--- config.mk ---
export PLATFORM = sky130hd
export DESIGN_NAME = cache_fill_ctrl_flat
export DESIGN_NICKNAME = d
export VERILOG_FILES = /design/src/rtl/cache_fill_ctrl_if.sv /design/src/rtl/cache_fill_ctrl.sv /design/src/flat_wrapper.sv
export SDC_FILE = /design/constraint.sdc
export NUM_CORES = 1
export LEC_CHECK = 0
export CORE_ASPECT_RATIO = 1.4
export CORE_UTILIZATION = 30
export CTS_CLUSTER_SIZE = 40
export DETAILED_ROUTE_END_ITERATION = 6
export HOLD_SLACK_MARGIN = 0.15
export PLACE_DENSITY = 0.62
export SYNTH_ARGS = -nofsm -noshare
export SYNTH_HDL_FRONTEND = slang
export SYNTH_SLANG_ARGS = --single-unit
--- constraint.sdc ---
create_clock -name clk -period 3.04 [get_ports clk]
set_clock_uncertainty 0.2 [all_clocks]
set_input_delay 0.456 -clock clk [delete_from_list [all_inputs] [get_ports clk]]
set_output_delay 0.456 -clock clk [all_outputs]
set_load 0.1 [all_outputs]
--- src/rtl/cache_fill_ctrl_if.sv ---
// Bundle of the miss-request, main-memory and cache-fill signals shared
// by the fill controller (master) and the surrounding caches/memory (slave).
interface cache_fill_ctrl_if;
    logic        i_miss;
    logic [15:0] i_addr;
    logic        d_miss;
    logic [15:0] d_addr;
    logic        mem_read;
    logic [15:0] mem_addr;
    logic        mem_valid;
    logic [15:0] mem_data;
    logic [15:0] fill_addr;
    logic [15:0] fill_data;
    logic        i_write_data;
    logic        d_write_data;
    logic        i_write_meta;
    logic        d_write_meta;
    logic        i_busy;
    logic        d_busy;

    modport master (
        input  i_miss, i_addr, d_miss, d_addr, mem_valid, mem_data,
        output mem_read, mem_addr, fill_addr, fill_data,
               i_write_data, d_write_data, i_write_meta, d_write_meta,
               i_busy, d_busy
    );

    modport slave (
        output i_miss, i_addr, d_miss, d_addr, mem_valid, mem_data,
        input  mem_read, mem_addr, fill_addr, fill_data,
               i_write_data, d_write_data, i_write_meta, d_write_meta,
               i_busy, d_busy
    );
endinterface

--- src/rtl/cache_fill_ctrl.sv ---
// Cache miss fill controller: arbitrates I/D misses round-robin, streams
// the eight words of a 16 B block from pipelined main memory into the
// owning cache, then writes that cache's metadata to complete the fill.
module cache_fill_ctrl #(
    parameter int MEM_LATENCY     = 4,
    parameter int WORDS_PER_BLOCK = 8
) (
    input  logic clk,
    input  logic rst,
    cache_fill_ctrl_if.master bus
);

    typedef enum logic [1:0] {
        DRAIN = 2'd0,
        IDLE  = 2'd1,
        FILL  = 2'd2,
        META  = 2'd3
    } state_t;

    localparam int DRAIN_W = (MEM_LATENCY > 1) ? $clog2(MEM_LATENCY) : 1;
    localparam logic [DRAIN_W-1:0] DRAIN_LAST = DRAIN_W'(MEM_LATENCY - 1);
    localparam logic [3:0] RECV_LAST = 4'(WORDS_PER_BLOCK - 1);

    // Owner / last-grant encoding: 0 = I-cache, 1 = D-cache
    localparam logic OWN_I = 1'b0;

    state_t              state_q;
    logic [DRAIN_W-1:0]  drain_cnt_q;
    logic [11:0]         base_q;
    logic                owner_q;
    logic                last_grant_q;
    logic [2:0]          issue_cnt_q;
    logic [3:0]          recv_cnt_q;
    logic                mem_read_q;
    logic [15:0]         mem_addr_q;
    logic                i_busy_q;
    logic                d_busy_q;
    logic                i_meta_q;
    logic                d_meta_q;

    logic                grant_valid_d;
    logic                grant_to_d_d;
    logic [11:0]         grant_base_d;
    logic                accept_d;
    logic [15:0]         fill_addr_d;

    // Word offset bits of the miss addresses select nothing: fills are whole blocks
    logic unused_addr_lo;
    assign unused_addr_lo = ^{bus.i_addr[3:0], bus.d_addr[3:0]};

    // Arbitration: single requester wins outright, a tie goes to the one not granted last
    always_comb begin
        grant_valid_d = bus.i_miss | bus.d_miss;
        grant_to_d_d  = 1'b0;
        if (bus.d_miss && !bus.i_miss) begin
            grant_to_d_d = 1'b1;
        end else if (bus.d_miss && bus.i_miss) begin
            grant_to_d_d = (last_grant_q == OWN_I);
        end
        grant_base_d = grant_to_d_d ? bus.d_addr[15:4] : bus.i_addr[15:4];
    end

    // A returned word is consumed only while filling and before the block is complete
    always_comb begin
        accept_d    = (state_q == FILL) && bus.mem_valid && (recv_cnt_q <= RECV_LAST);
        fill_addr_d = 16'h0000;
        if (accept_d) begin
            fill_addr_d = {base_q, recv_cnt_q[2:0], 1'b0};
        end else if (state_q == META) begin
            fill_addr_d = {base_q, 4'b0000};
        end
    end

    // Main FSM: drain stale returns after reset, arbitrate, issue/receive the block, write metadata
    always_ff @(posedge clk) begin
        if (rst) begin
            state_q      <= DRAIN;
            drain_cnt_q  <= '0;
            base_q       <= '0;
            owner_q      <= OWN_I;
            last_grant_q <= OWN_I;
            issue_cnt_q  <= '0;
            recv_cnt_q   <= '0;
            mem_read_q   <= 1'b0;
            mem_addr_q   <= '0;
            i_busy_q     <= 1'b0;
            d_busy_q     <= 1'b0;
            i_meta_q     <= 1'b0;
            d_meta_q     <= 1'b0;
        end else begin
            case (state_q)
                DRAIN: begin
                    if (drain_cnt_q == DRAIN_LAST) begin
                        drain_cnt_q <= '0;
                        state_q     <= IDLE;
                    end else begin
                        drain_cnt_q <= drain_cnt_q + 1'b1;
                    end
                end

                IDLE: begin
                    if (grant_valid_d) begin
                        state_q     <= FILL;
                        owner_q     <= grant_to_d_d;
                        base_q      <= grant_base_d;
                        i_busy_q    <= ~grant_to_d_d;
                        d_busy_q    <= grant_to_d_d;
                        mem_read_q  <= 1'b1;
                        mem_addr_q  <= {grant_base_d, 4'b0000};
                        issue_cnt_q <= 3'd1;
                        recv_cnt_q  <= '0;
                    end
                end

                FILL: begin
                    // Issue side: word 0 went out with the grant, the wrap back to 0 means all eight are out
                    if (mem_read_q) begin
                        if (issue_cnt_q == 3'd0) begin
                            mem_read_q <= 1'b0;
                        end else begin
                            mem_addr_q  <= {base_q, issue_cnt_q, 1'b0};
                            issue_cnt_q <= issue_cnt_q + 3'd1;
                        end
                    end
                    // Receive side runs independently so memory bubbles are tolerated
                    if (accept_d) begin
                        recv_cnt_q <= recv_cnt_q + 4'd1;
                        if (recv_cnt_q == RECV_LAST) begin
                            state_q    <= META;
                            mem_read_q <= 1'b0;
                            i_meta_q   <= ~owner_q;
                            d_meta_q   <= owner_q;
                        end
                    end
                end

                META: begin
                    state_q      <= IDLE;
                    last_grant_q <= owner_q;
                    recv_cnt_q   <= '0;
                    i_meta_q     <= 1'b0;
                    d_meta_q     <= 1'b0;
                    i_busy_q     <= 1'b0;
                    d_busy_q     <= 1'b0;
                end

                default: begin
                    state_q <= DRAIN;
                end
            endcase
        end
    end

    assign bus.mem_read     = mem_read_q;
    assign bus.mem_addr     = mem_addr_q;
    assign bus.fill_addr    = fill_addr_d;
    assign bus.fill_data    = bus.mem_data;
    assign bus.i_write_data = accept_d & (owner_q == OWN_I);
    assign bus.d_write_data = accept_d & (owner_q != OWN_I);
    assign bus.i_write_meta = i_meta_q;
    assign bus.d_write_meta = d_meta_q;
    assign bus.i_busy       = i_busy_q;
    assign bus.d_busy       = d_busy_q;

endmodule

--- src/flat_wrapper.sv ---
// flat-port wrapper written by rule: the top's interface ports become plain ports
module cache_fill_ctrl_flat 
#(
    parameter int MEM_LATENCY     = 4,
    parameter int WORDS_PER_BLOCK = 8
)
  (clk, rst, bus_i_miss, bus_i_addr, bus_d_miss, bus_d_addr, bus_mem_valid, bus_mem_data, bus_mem_read, bus_mem_addr, bus_fill_addr, bus_fill_data, bus_i_write_data, bus_d_write_data, bus_i_write_meta, bus_d_write_meta, bus_i_busy, bus_d_busy);
  cache_fill_ctrl_if bus_i ();
  input  logic clk;
  input  logic rst;
  input wire logic [$bits(bus_i.i_miss)-1:0] bus_i_miss;
  input wire logic [$bits(bus_i.i_addr)-1:0] bus_i_addr;
  input wire logic [$bits(bus_i.d_miss)-1:0] bus_d_miss;
  input wire logic [$bits(bus_i.d_addr)-1:0] bus_d_addr;
  input wire logic [$bits(bus_i.mem_valid)-1:0] bus_mem_valid;
  input wire logic [$bits(bus_i.mem_data)-1:0] bus_mem_data;
  output wire logic [$bits(bus_i.mem_read)-1:0] bus_mem_read;
  output wire logic [$bits(bus_i.mem_addr)-1:0] bus_mem_addr;
  output wire logic [$bits(bus_i.fill_addr)-1:0] bus_fill_addr;
  output wire logic [$bits(bus_i.fill_data)-1:0] bus_fill_data;
  output wire logic [$bits(bus_i.i_write_data)-1:0] bus_i_write_data;
  output wire logic [$bits(bus_i.d_write_data)-1:0] bus_d_write_data;
  output wire logic [$bits(bus_i.i_write_meta)-1:0] bus_i_write_meta;
  output wire logic [$bits(bus_i.d_write_meta)-1:0] bus_d_write_meta;
  output wire logic [$bits(bus_i.i_busy)-1:0] bus_i_busy;
  output wire logic [$bits(bus_i.d_busy)-1:0] bus_d_busy;
  assign bus_i.i_miss = bus_i_miss;
  assign bus_i.i_addr = bus_i_addr;
  assign bus_i.d_miss = bus_d_miss;
  assign bus_i.d_addr = bus_d_addr;
  assign bus_i.mem_valid = bus_mem_valid;
  assign bus_i.mem_data = bus_mem_data;
  assign bus_mem_read = bus_i.mem_read;
  assign bus_mem_addr = bus_i.mem_addr;
  assign bus_fill_addr = bus_i.fill_addr;
  assign bus_fill_data = bus_i.fill_data;
  assign bus_i_write_data = bus_i.i_write_data;
  assign bus_d_write_data = bus_i.d_write_data;
  assign bus_i_write_meta = bus_i.i_write_meta;
  assign bus_d_write_meta = bus_i.d_write_meta;
  assign bus_i_busy = bus_i.i_busy;
  assign bus_d_busy = bus_i.d_busy;
  cache_fill_ctrl #(.MEM_LATENCY(MEM_LATENCY), .WORDS_PER_BLOCK(WORDS_PER_BLOCK)) u_core (.clk(clk), .rst(rst), .bus(bus_i));
endmodule
# After elaboration in Yosys (flattened, before gate mapping)
# Cells that the tools add are included.
classes:
  mux: 38
  n_eq_ne: 11
  reduce_logical: 18
  bitwise: 6
  magnitude_cmp: 1
  add_sub_neg: 3
ops:
  columns: ["operator", "count"]
  rows:
  - ["$mux 16", 5]
  - ["$pmux 16 s2", 1]
  - ["$mux 1", 13]
  - ["$mux 12", 1]
  - ["$pmux 4 s3", 1]
  - ["$mux 2", 5]
  - ["$pmux 1 s2", 5]
  - ["$mux 3", 3]
  - ["$mux 4", 2]
  - ["$ne 2x1->1 const B", 4]
  - ["$pmux 2 s4", 1]
  - ["$reduce_and 4->1", 2]
  - ["$eq 2x2->1 const B", 3]
  - ["$pmux 3 s2", 1]
  - ["$reduce_and 2->1", 3]
  - ["$reduce_and 3->1", 2]
  - ["$reduce_bool 2->1", 3]
  - ["$add 4x1->4 const B", 1]
  - ["$eq 4x3->1 const B", 1]
  - ["$le 4x3->1 const B", 1]
  - ["$logic_and 1x1->1", 4]
  - ["$ne 2x2->1 const B", 2]
  - ["$add 3x1->3 const B", 1]
  - ["$logic_not 3->1", 1]
  - ["8 further kinds", 11]
totals:
  wordCells: 90
  reg_bits: 46
  input_bits: 53
  out_inout_bits: 55

# Logic depth before layout (Yosys ltp)
# Gate-level depths: netlist of the first run.
depth:
  word_depth: 6
  mapped_depth: 8
  ltp_nobuf: 6

# Least setup slack after synthesis of the first run
# Ideal clock, no wire load.
synth_timing:
  path_kind: "input -> output"
  startpoint: "input bus_mem_valid"
  endpoint: "output bus_fill_addr[10]"
  arrival_time_ns: 2.384
  stages: 5
  n_path_buf: 1
  required_time_ns: 2.384
  setup_slack_ns: 0.000
  path_cell_list: "and2b_1 > and2_1 > nor2_1 > buf_2 > nor2b_1"
synth_between:
  elab_chain_len: 3
synth_rtl:
  columns: ["element", "line_no", "source"]
  rows:
  - ["start: declaration", "flat_wrapper.sv:15", "input wire logic [$bits(bus_i.mem_valid)-1:0] bus_mem_valid;"]
  - ["$logic_and 1x1->1 (2 in series)", "cache_fill_ctrl.sv:65", "accept_d = (state_q == FILL) && bus.mem_valid && (recv_cnt_q <= RECV_LAST);"]
  - ["$mux 16", "cache_fill_ctrl.sv:67", "if (accept_d) begin"]
  - ["end: declaration", "flat_wrapper.sv:19", "output wire logic [$bits(bus_i.fill_addr)-1:0] bus_fill_addr;"]
# No other way between the ends.

# Final worst setup path of the first run
layout_timing:
  startpoint: "input bus_mem_valid"
  endpoint: "output bus_fill_addr[5]"
# Same word-level chain as after synthesis.

==> qor.txt, run 1 <==
Status -> complete, no violations
DR pass1 iterations -> 4
Path type of the worst min-delay path -> reg2reg
Slew margin rel. -> 0.227
Root Buffer Master -> clkbuf_8
Sequential Power Share -> 0.352
GRT overflow -> 0
Synthesized cell area -> 2420 um^2
Clk buf depth -> 2
Crit path arrival time -> 2.11 ns
Tmin final -> 2.76 ns
Maximum VDD drop -> 0.289 mV
Synthesized area per cell -> 9.20 um^2
Area Overhead vs Synth -> 34.6%
First-pass GRT wire length -> 9.47 mm
Placed instance area -> 3150 um^2
Fin crit share -> 0.909
Crit Reg-Reg Startpoint -> u_core.state_q[0]
Die width -> 77.9 um
Unique masters post-synth -> 56
Clk pwr share -> 0.191
Element type at the critical path end -> output pin
Die Area -> 8430 um^2
Fmax -> 0.362 GHz
Top post-synthesis cells by area -> dfxtp_1, mux2i_1, buf_4
Required @ worst endpoint -> 2.38 ns
Core area -> 7800 um^2
Pin count of the biggest net entering global routing -> 36
Number of global-route vias before repair -> 2081
Synth async-reset ratio -> 0
Commonest cells in the netlist -> dfxtp_1, nor2_1, buf_4
Sw frac -> 0.442
Final core utilization -> 0.417
Most numerous cell in the Yosys netlist -> dfxtp_1
Site Rows -> 38
R2r setup slk -> 0.55 ns
Max-slew violations -> 0
Post-route cell area -> 3250 um^2
Post-CTS setup buffer count -> 0
Register area share after synthesis -> 0.372
Via count -> 2044
Top_reg_cell synth -> dfxtp_1
Post-CTS sizing -> 1
Drt total wl -> 5.75 mm
Post-CTS Hold Fix Bufs -> 0
Sw power -> 1030 uW
NumNets Final -> 373
Diodes inserted -> 0
CTS tree -> done
Syn Inst Count -> 263
Skew-Pair Late Insertion Delay -> 0.30 ns
DR iter-0 viols -> 57
Post-synthesis sequential element count -> 45
Setup TNS Final -> 0 ns
Max_cap viols -> 0
Crit Path Max Fanout -> 12
P_int -> 1300 uW
Cell taking the most area after synthesis -> dfxtp_1
Die height -> 108 um
Crit path kind -> in2out
RSZ-0062 raised after global routing -> false
WL per Instance -> 14.0 um
Final hold viol count -> 0
Pre-CTS setup slack -> -0.0797 ns
Total track usage -> 0.143
Post-DP HPWL -> 4.14 mm
Remaining antenna violation count after routing -> 0
Beginning of the critical path -> bus_mem_valid
Clock sinks -> 45
Comb power frac -> 0.458
Startpoint types -> primary input
Post-synth top area share -> 0.372
Worst Hold Launch -> u_core.bus.mem_addr[3]
Initial Utilization -> 0.310
Final Setup Violations -> 0
Ys Warns -> 0
Proportion of layout cells with a drive suffix above 1 -> 0.206
Final RePlAce weighted congestion -> 0.777
IO Pins -> 108
Power per cell area -> 715 nW/um^2
H-Tree Depth -> 2
Num CTS Buffers -> 5
CTS clk-pin slew, worst paths -> 0.08 ns
Buffers on Ports -> 65
Antenna violations before repair -> 0
Worst slew pin tran -> 1.15 ns
Drt drc -> 0
Leak pwr -> 0.00128 uW
Vias/cell -> 4.97
Worst Setup Slack, final -> 0.275 ns
EDFF count, synth -> 0
-- path summary, 6_finish.rpt --
| path | cells past startpoint | endpoint |
|---|---|---|
| min reg2reg | 2 | u_core.bus.mem_addr[3] |
| max reg2reg | 6 | u_core.bus.mem_addr[11] |
| min | 2 | u_core.bus.mem_addr[3] |
| max | 6 | bus_fill_addr[5] |
-- power groups by stage --
stage,clock [uW],combinational (uW),sequential [uW]
6_report,443,1060,818
5_1_grt,486,1140,837
4_1_cts,456,1070,818
3_5_place_dp,0,1070,829
3_3_place_gp,0,1050,821
2_1_floorplan,0,599,1150
-- cells by family after synthesis --
family / Yosys count / share of synthesized area
simple gates: 84 / 0.195
compound gates: 67 / 0.211
flops: 45 / 0.372
buf+inv: 41 / 0.108
mux: 16 / 0.0662
fa+ha+maj: 9 / 0.0466
other cells: 1 / 0.00155
-- registers in the layout, indices dropped and copies added, names as in the netlist --
| signal | count |
|---|---|
| u_core.bus.d_busy | 1 |
| u_core.bus.i_write_meta | 1 |
| u_core.drain_cnt_q | 2 |
| u_core.last_grant_q | 1 |
| u_core.issue_cnt_q | 3 |
| u_core.bus.d_write_meta | 1 |
| u_core.bus.mem_read | 1 |
| u_core.owner_q | 1 |
| u_core.bus.i_busy | 1 |
| u_core.base_q | 12 |
| u_core.recv_cnt_q | 4 |
| u_core.state_q | 2 |
| u_core.bus.mem_addr | 15 |
-- cell usage in the layout, fill, tap and decap left out, types with 2 or more instances in the layout --
master / n
a21oi_1: 13
ha_1: 9
nand3b_1: 2
mux2i_1: 16
buf_4: 28
clkbuf_8: 5
dfxtp_1: 45
a221o_1: 11
clkdlybuf4s50_1: 28
o211a_1: 2
conb_1: 2
nand4b_1: 3
and2_1: 2
a21boi_1: 2
o21ai_1: 8
and3_1: 4
a211oi_1: 14
nor2b_1: 13
a31oi_1: 2
nand2_1: 6
nor2_1: 36
inv_1: 8
buf_12: 17
-- metrics by stage --
step | total power, uW | hold slack (ns) | std cells
after floorplan | 1750 | 0.255 | 264
after global placement | 1870 | 0.268 | 404
after detailed placement | 1900 | 0.272 | 404
after CTS | 2350 | 0.284 | 411
after global routing | 2470 | 0.307 | 411
final | 2330 | 0.277 | 411
-- metal layers --
metal	share of wire	vias up	track usage
met2	0.50	70	0.260
met5	0	-	0
met4	0.015	0	0.0526
li1	-	1018	-
met1	0.41	946	0.156
met3	0.072	10	0.0422
-- layout make-up --
cell class                 instances  area [um^2]
clock buffer                       5         68.8
clock inverter                     2         35.0
fill                             803         4540
inverter                           8         30.0
multi-input combinational        178         1260
sequential                        45          901
tap                              100          125
timing repair buffer              73          831
-- critical path, cell delays in order --
cell and delay [ns]:
clkdlybuf4s50_1 0.42, and2b_1 0.18, and2_1 0.18, nor2_2 0.47, nor2b_1 0.18, buf_12 0.21
Note: power is estimated with default switching activity, not from simulation.
==> run 2: changes to the inputs <==
--- a/config.mk
+++ b/config.mk
@@ -7,10 +7,11 @@
 export LEC_CHECK = 0
 export CORE_ASPECT_RATIO = 1.4
 export CORE_UTILIZATION = 30
-export CTS_CLUSTER_SIZE = 40
+export CTS_CLUSTER_SIZE = 12
 export DETAILED_ROUTE_END_ITERATION = 6
 export HOLD_SLACK_MARGIN = 0.15
 export PLACE_DENSITY = 0.62
+export SKIP_CTS_REPAIR_TIMING = 1
 export SYNTH_ARGS = -nofsm -noshare
 export SYNTH_HDL_FRONTEND = slang
 export SYNTH_SLANG_ARGS = --single-unit
==> results of run 2 <==
Final layout, timing and power as in run 1 (identical DEF).
==> run 3: changes to the inputs <==
--- a/config.mk
+++ b/config.mk
@@ -9,7 +9,6 @@
 export CORE_UTILIZATION = 30
 export CTS_CLUSTER_SIZE = 12
 export DETAILED_ROUTE_END_ITERATION = 6
-export HOLD_SLACK_MARGIN = 0.15
 export PLACE_DENSITY = 0.62
 export SKIP_CTS_REPAIR_TIMING = 1
 export SYNTH_ARGS = -nofsm -noshare
==> results of run 3 <==
Final layout, timing and power as in run 1 (identical DEF).
==> edit 1: new RTL, settings of run 2 <==
Reset style: asynchronous (`rst`), changed in one clocked block.
--- a/src/rtl/cache_fill_ctrl.sv
+++ b/src/rtl/cache_fill_ctrl.sv
@@ -73,5 +73,5 @@
 
     // Main FSM: drain stale returns after reset, arbitrate, issue/receive the block, write metadata
-    always_ff @(posedge clk) begin
+    always_ff @(posedge clk or posedge rst) begin
         if (rst) begin
             state_q      <= DRAIN;
Behaviour: differs if rst is asserted again (counterexample within 10 cycles, from zero or initial values and one cycle with rst high); with rst held inactive, the same outputs for 10 cycles.
==> edit 1 against run 2 <==
- final area rose by 2.2%
- setup slack better by 0.21 ns
- area after synthesis is 1.2% higher
- first-iteration DRC count rose to 2.6 times the old value
- die area rose by 1.2%
- sequential cell count did not move
- largest cell class is now flip-flops and latches
- routed wire length shrank 2.3%
- non-clock buffer count decreased by 1
- sequential share of layout area up 6.2 points
- critical endpoint is now bus_fill_addr[14]
Power is left out: the tool's default activity adds up to more than one toggle a clock period on the data nets, which glitch-free logic cannot reach.
==> edit 1: results (changes against run 2) <==
Synth
  • Main area contributors after synthesis: dfrtp_1, mux2i_1, buf_4
  • Synth cell count leaders: dfrtp_1, nand2_1, o21ai_0
  • Register area share after synthesis: 46.0% (+8.8 points)
  • Async set or reset register ratio after synthesis: 100% (+100 points)
  • Library cells used by synthesis: 41 (-27%)

GRT
  • GRT Total Usage: 14.3% (-0.018 points)
  • First-pass GRT wire length: 9.52 mm (+0.52%)
  • Vias in the first global route: 1909 (-8.3%)
  • Largest net degree at the start of global routing: 46 (+28%)

Drt
  • Starting DRT DRC Count: 148 (+160%)
  • Via density per instance: 4.90 (-1.4%)
  • Avg WL per Cell: 14.3 um (+2.4%)

Status
  • Status: finished clean

STA
  • Worst Tran Pin Value: 0.588 ns (-0.562 ns)

Place
  • Post-DP HPWL: 4.14 mm (about the same)
  • Pre-CTS setup slack: 0.368 ns (+0.448 ns)
  • GP Congestion: 0.774 (-0.37%)

Cells and area
  • # nets final: 352 (-5.6%)
  • Share of cells above drive strength 1: 24.7% (+4.1 points)

Setup path
  • CP Max Fanout: 14 (+2)
  • Crit path DAT: 1.90 ns (-0.21 ns)
  • CP max stage delay: 0.41 ns (-0.06 ns)
  • Slowest-stage cell, CP: dfrtp_1
  • Critical path's top delay family: buffers and inverters

Clock tree
  • Clock slew at reported path FFs: 0.08 ns (about the same)
[edit 1: kinds of logic after synthesis]
kind of cell / share of synthesized area, %
compound gates: 16.2
fa+ha+maj: 4.09
buf+inv: 9.51
flops: 46.0
mux: 8.38
other cells: 0.153
simple gates: 15.6
[edit 1: through the flow]
stage	area [um2]	hold WS (ns)	std cells
after floorplan	2450	0.265	241
after global placement	3200	0.279	384
after detailed placement	3200	0.290	384
after CTS	3320	0.311	392
after global routing	3320	0.339	392
final	3320	0.303	392
[edit 1: area by class of cell]
type                    count  area, um2
clock buffers               6       82.6
well taps                 100        125
fillers                   744       4520
clock inverters             2       37.5
repair buffers             72        823
inverters                  10       37.5
flip-flops and latches     45       1130
multi-input cells         157       1090
[edit 1: final timing paths]
| path | end | slack (ns) | depth (start not counted) | from |
|---|---|---|---|---|
| worst min register to register | u_core.base_q[8]$_DFFE_PP0P_ | 0.30 | 2 | u_core.base_q[8]$_DFFE_PP0P_ |
| max in group asynchronous | u_core.issue_cnt_q[2]$_DFFE_PP0P_ | 1.82 | 3 | rst |
| worst min-delay path | u_core.base_q[8]$_DFFE_PP0P_ | 0.30 | 2 | u_core.base_q[8]$_DFFE_PP0P_ |
| min in group asynchronous | u_core.owner_q$_DFFE_PP0P_ | 0.42 | 3 | rst |
| worst max-delay path | bus_fill_addr[14] | 0.49 | 6 | u_core.state_q[0]$_DFFE_PP0P_ |
| worst max register to register | u_core.bus.mem_addr[8]$_DFFE_PP0P_ | 0.71 | 6 | u_core.state_q[1]$_DFFE_PP0P_ |
[edit 1: routing by layer]
layer  routed length, um  track usage, %  vias up
met5                   0               0        -
met4                  64            4.10        0
met3                 322            3.35        5
met2                2690            23.9       58
met1                2540            18.3      932
li1                    -               -      927
==> edit 2: new RTL, config.mk and constraints of run 2 <==
Without the edit above. `WORDS_PER_BLOCK` is set to 8 in 2 places; all go to 4.
--- a/src/rtl/cache_fill_ctrl.sv
+++ b/src/rtl/cache_fill_ctrl.sv
@@ -4,5 +4,5 @@
 module cache_fill_ctrl #(
     parameter int MEM_LATENCY     = 4,
-    parameter int WORDS_PER_BLOCK = 8
+    parameter int WORDS_PER_BLOCK = 4
 ) (
     input  logic clk,
--- a/src/flat_wrapper.sv
+++ b/src/flat_wrapper.sv
@@ -3,5 +3,5 @@
 #(
     parameter int MEM_LATENCY     = 4,
-    parameter int WORDS_PER_BLOCK = 8
+    parameter int WORDS_PER_BLOCK = 4
 )
   (clk, rst, bus_i_miss, bus_i_addr, bus_d_miss, bus_d_addr, bus_mem_valid, bus_mem_data, bus_mem_read, bus_mem_addr, bus_fill_addr, bus_fill_data, bus_i_write_data, bus_d_write_data, bus_i_write_meta, bus_d_write_meta, bus_i_busy, bus_d_busy);
Formal check against the unedited RTL: not equivalent (Yosys sat finds a counterexample within 10 cycles, from zero or initial values and one cycle with rst high).
==> edit 2 against run 2 <==
- final cell count is 2.2% lower
- routed wire length fell by 3.4%
- setup slack worse by 0.020 ns
- final area is 1.9% lower
- power shrank 2.0%
- sequential cell count is the same
- area after synthesis shrank 2.3%
- largest cell class unchanged
==> edit 2: results (changes against run 2) <==
Setup path
  • Flop2flop setup slack: 0.72 ns (+0.17 ns)
  • Crit path DAT: 2.13 ns (+0.02 ns)
  • Reg2Reg Depth: 5 (-1)
  • Worst r2r src: u_core.state_q[1]$_SDFFE_PP0P_
  • Reg-to-Reg End: u_core.bus.mem_addr[4]$_SDFFE_PP0P_

Synth
  • Synth cell count leaders: dfxtp_1, nor2_1, buf_4
  • Register area share after synthesis: 38.1% (+0.87 points)
  • Library cells used by synthesis: 47 (-16%)
  • Main area contributors after synthesis: dfxtp_1, mux2i_1, buf_4
  • Share of the synthesized area in the top cell type: 38.1% (+0.87 points)

Place
  • Post-DP HPWL: 4.02 mm (-2.8%)
  • GP Congestion: 0.702 (-9.6%)
  • Buffers on Ports: 64 (-1.5%)
  • Pre-CTS setup slack: -0.0136 ns (+0.0661 ns)

Flow run
  • Max cap viols: 0 (unchanged)

Drt
  • Starting DRT DRC Count: 105 (+84%)
  • Via density per instance: 4.85 (-2.5%)
  • DR pass1 iterations: 4 (unchanged)
  • Avg WL per Cell: 13.8 um (-1.2%)

STA
  • Hold_ws: 0.276 ns (-0.000856 ns)
  • Worst Tran Pin Value: 0.564 ns (-0.586 ns)

Clock tree
  • TritonCTS Buffers: 5 (unchanged)
  • Worst skew pair latency: 0.29 ns
  • Deepest clock path buffer count: 2 (unchanged)

Min path
  • Hold_sp: u_core.bus.mem_addr[3]$_SDFFE_PP0P_
  • Hold endpoint: u_core.bus.mem_addr[3]$_SDFFE_PP0P_
  • HP Class: flip-flop to flip-flop

Cells and area
  • Diode count: 0 (unchanged)
  • Max reg flops: 15 (unchanged)
  • # nets final: 366 (-1.9%)
  • Share of cells above drive strength 1: 21.3% (+0.73 points)

Power and ir drop
  • Leak: 1.23 nW (-4.0%)
  • Max IR drop VDD: 0.307 mV (+5.9%)

Status
  • Status: finished clean

GRT
  • Initial antenna violation count: 0 (unchanged)
  • First-pass GRT wire length: 9.45 mm (-0.29%)
  • GRT Total Usage: 14.5% (+0.20 points)
  • Largest net degree at the start of global routing: 26 (-28%)
  • Vias in the first global route: 1961 (-5.8%)
==> edit 2: cell type report <==
| class | count | area, um2 |
|---|---|---|
| fill | 749 | 4310 |
| sequential | 45 | 901 |
| clock buffer | 7 | 86.3 |
| tap | 97 | 121 |
| timing repair buffer | 72 | 811 |
| inverter | 7 | 26.3 |
| multi-input combinational | 173 | 1220 |
| clock inverter | 1 | 30.0 |
==> edit 2: where the power goes <==
group | internal, mW | switching [mW] | total (mW)
Sequential | 0.716 | 0.0953 | 0.811
Clock | 0.268 | 0.197 | 0.465
Combinational | 0.327 | 0.678 | 1.00
==> edit 2: logic make-up (layout without fill, tap and decap cells) <==
logic type,after synthesis,in the layout,share of synthesized area [%]
AOI/OAI and AO/OA,61,61,20.3
adders and majority gates,9,9,4.76
buffers and inverters,42,87,11.0
DFF,45,45,38.1
muxes,16,16,6.78
other,1,3,0.159
and+or+nand+nor,84,84,18.8
==> edit 2: worst max path at each step <==
stage | start | to | slack [ns] | depth (start not counted)
2_1_floorplan | bus_mem_valid | bus_fill_addr[10] | -0.23 | 5
5_1_grt | u_core.state_q[0]$_SDFFE_PP0P_ | bus_fill_addr[5] | 0.1 | 7
6_report | bus_mem_valid | bus_fill_addr[7] | 0.26 | 6
4_1_cts | u_core.state_q[0]$_SDFFE_PP0P_ | bus_fill_addr[7] | -0.08 | 7
3_3_place_gp | bus_mem_valid | bus_fill_addr[10] | 0.02 | 6
3_5_place_dp | bus_mem_valid | bus_fill_addr[7] | -0.01 | 6
==> edit 2: worst max-delay path, stage by stage <==
cell and delay (ns):
clkdlybuf4s50_1 0.50, or3b_1 0.42, nor2_2 0.14, nor2_2 0.13
nor2b_1 0.26, buf_12 0.21
==> edit 2: per-layer routing <==
metal | wire length [um] | global-route usage, % | up-vias
met5 | 0 | 0 | -
met1 | 2320 | 17.0 | 901
met2 | 2780 | 24.9 | 62
met4 | 70 | 5.53 | 0
li1 | - | - | 981
met3 | 385 | 4.26 | 5
==> edit 2: per-stage QoR <==
step	TNS (ns)	instances	cell area (um2)
CTS	-0.757	402	3190
global placement	0	394	3070
finish	0	402	3190
detailed placement	-0.0151	394	3070
floorplan	-2.38	260	2380
global route	0	402	3190
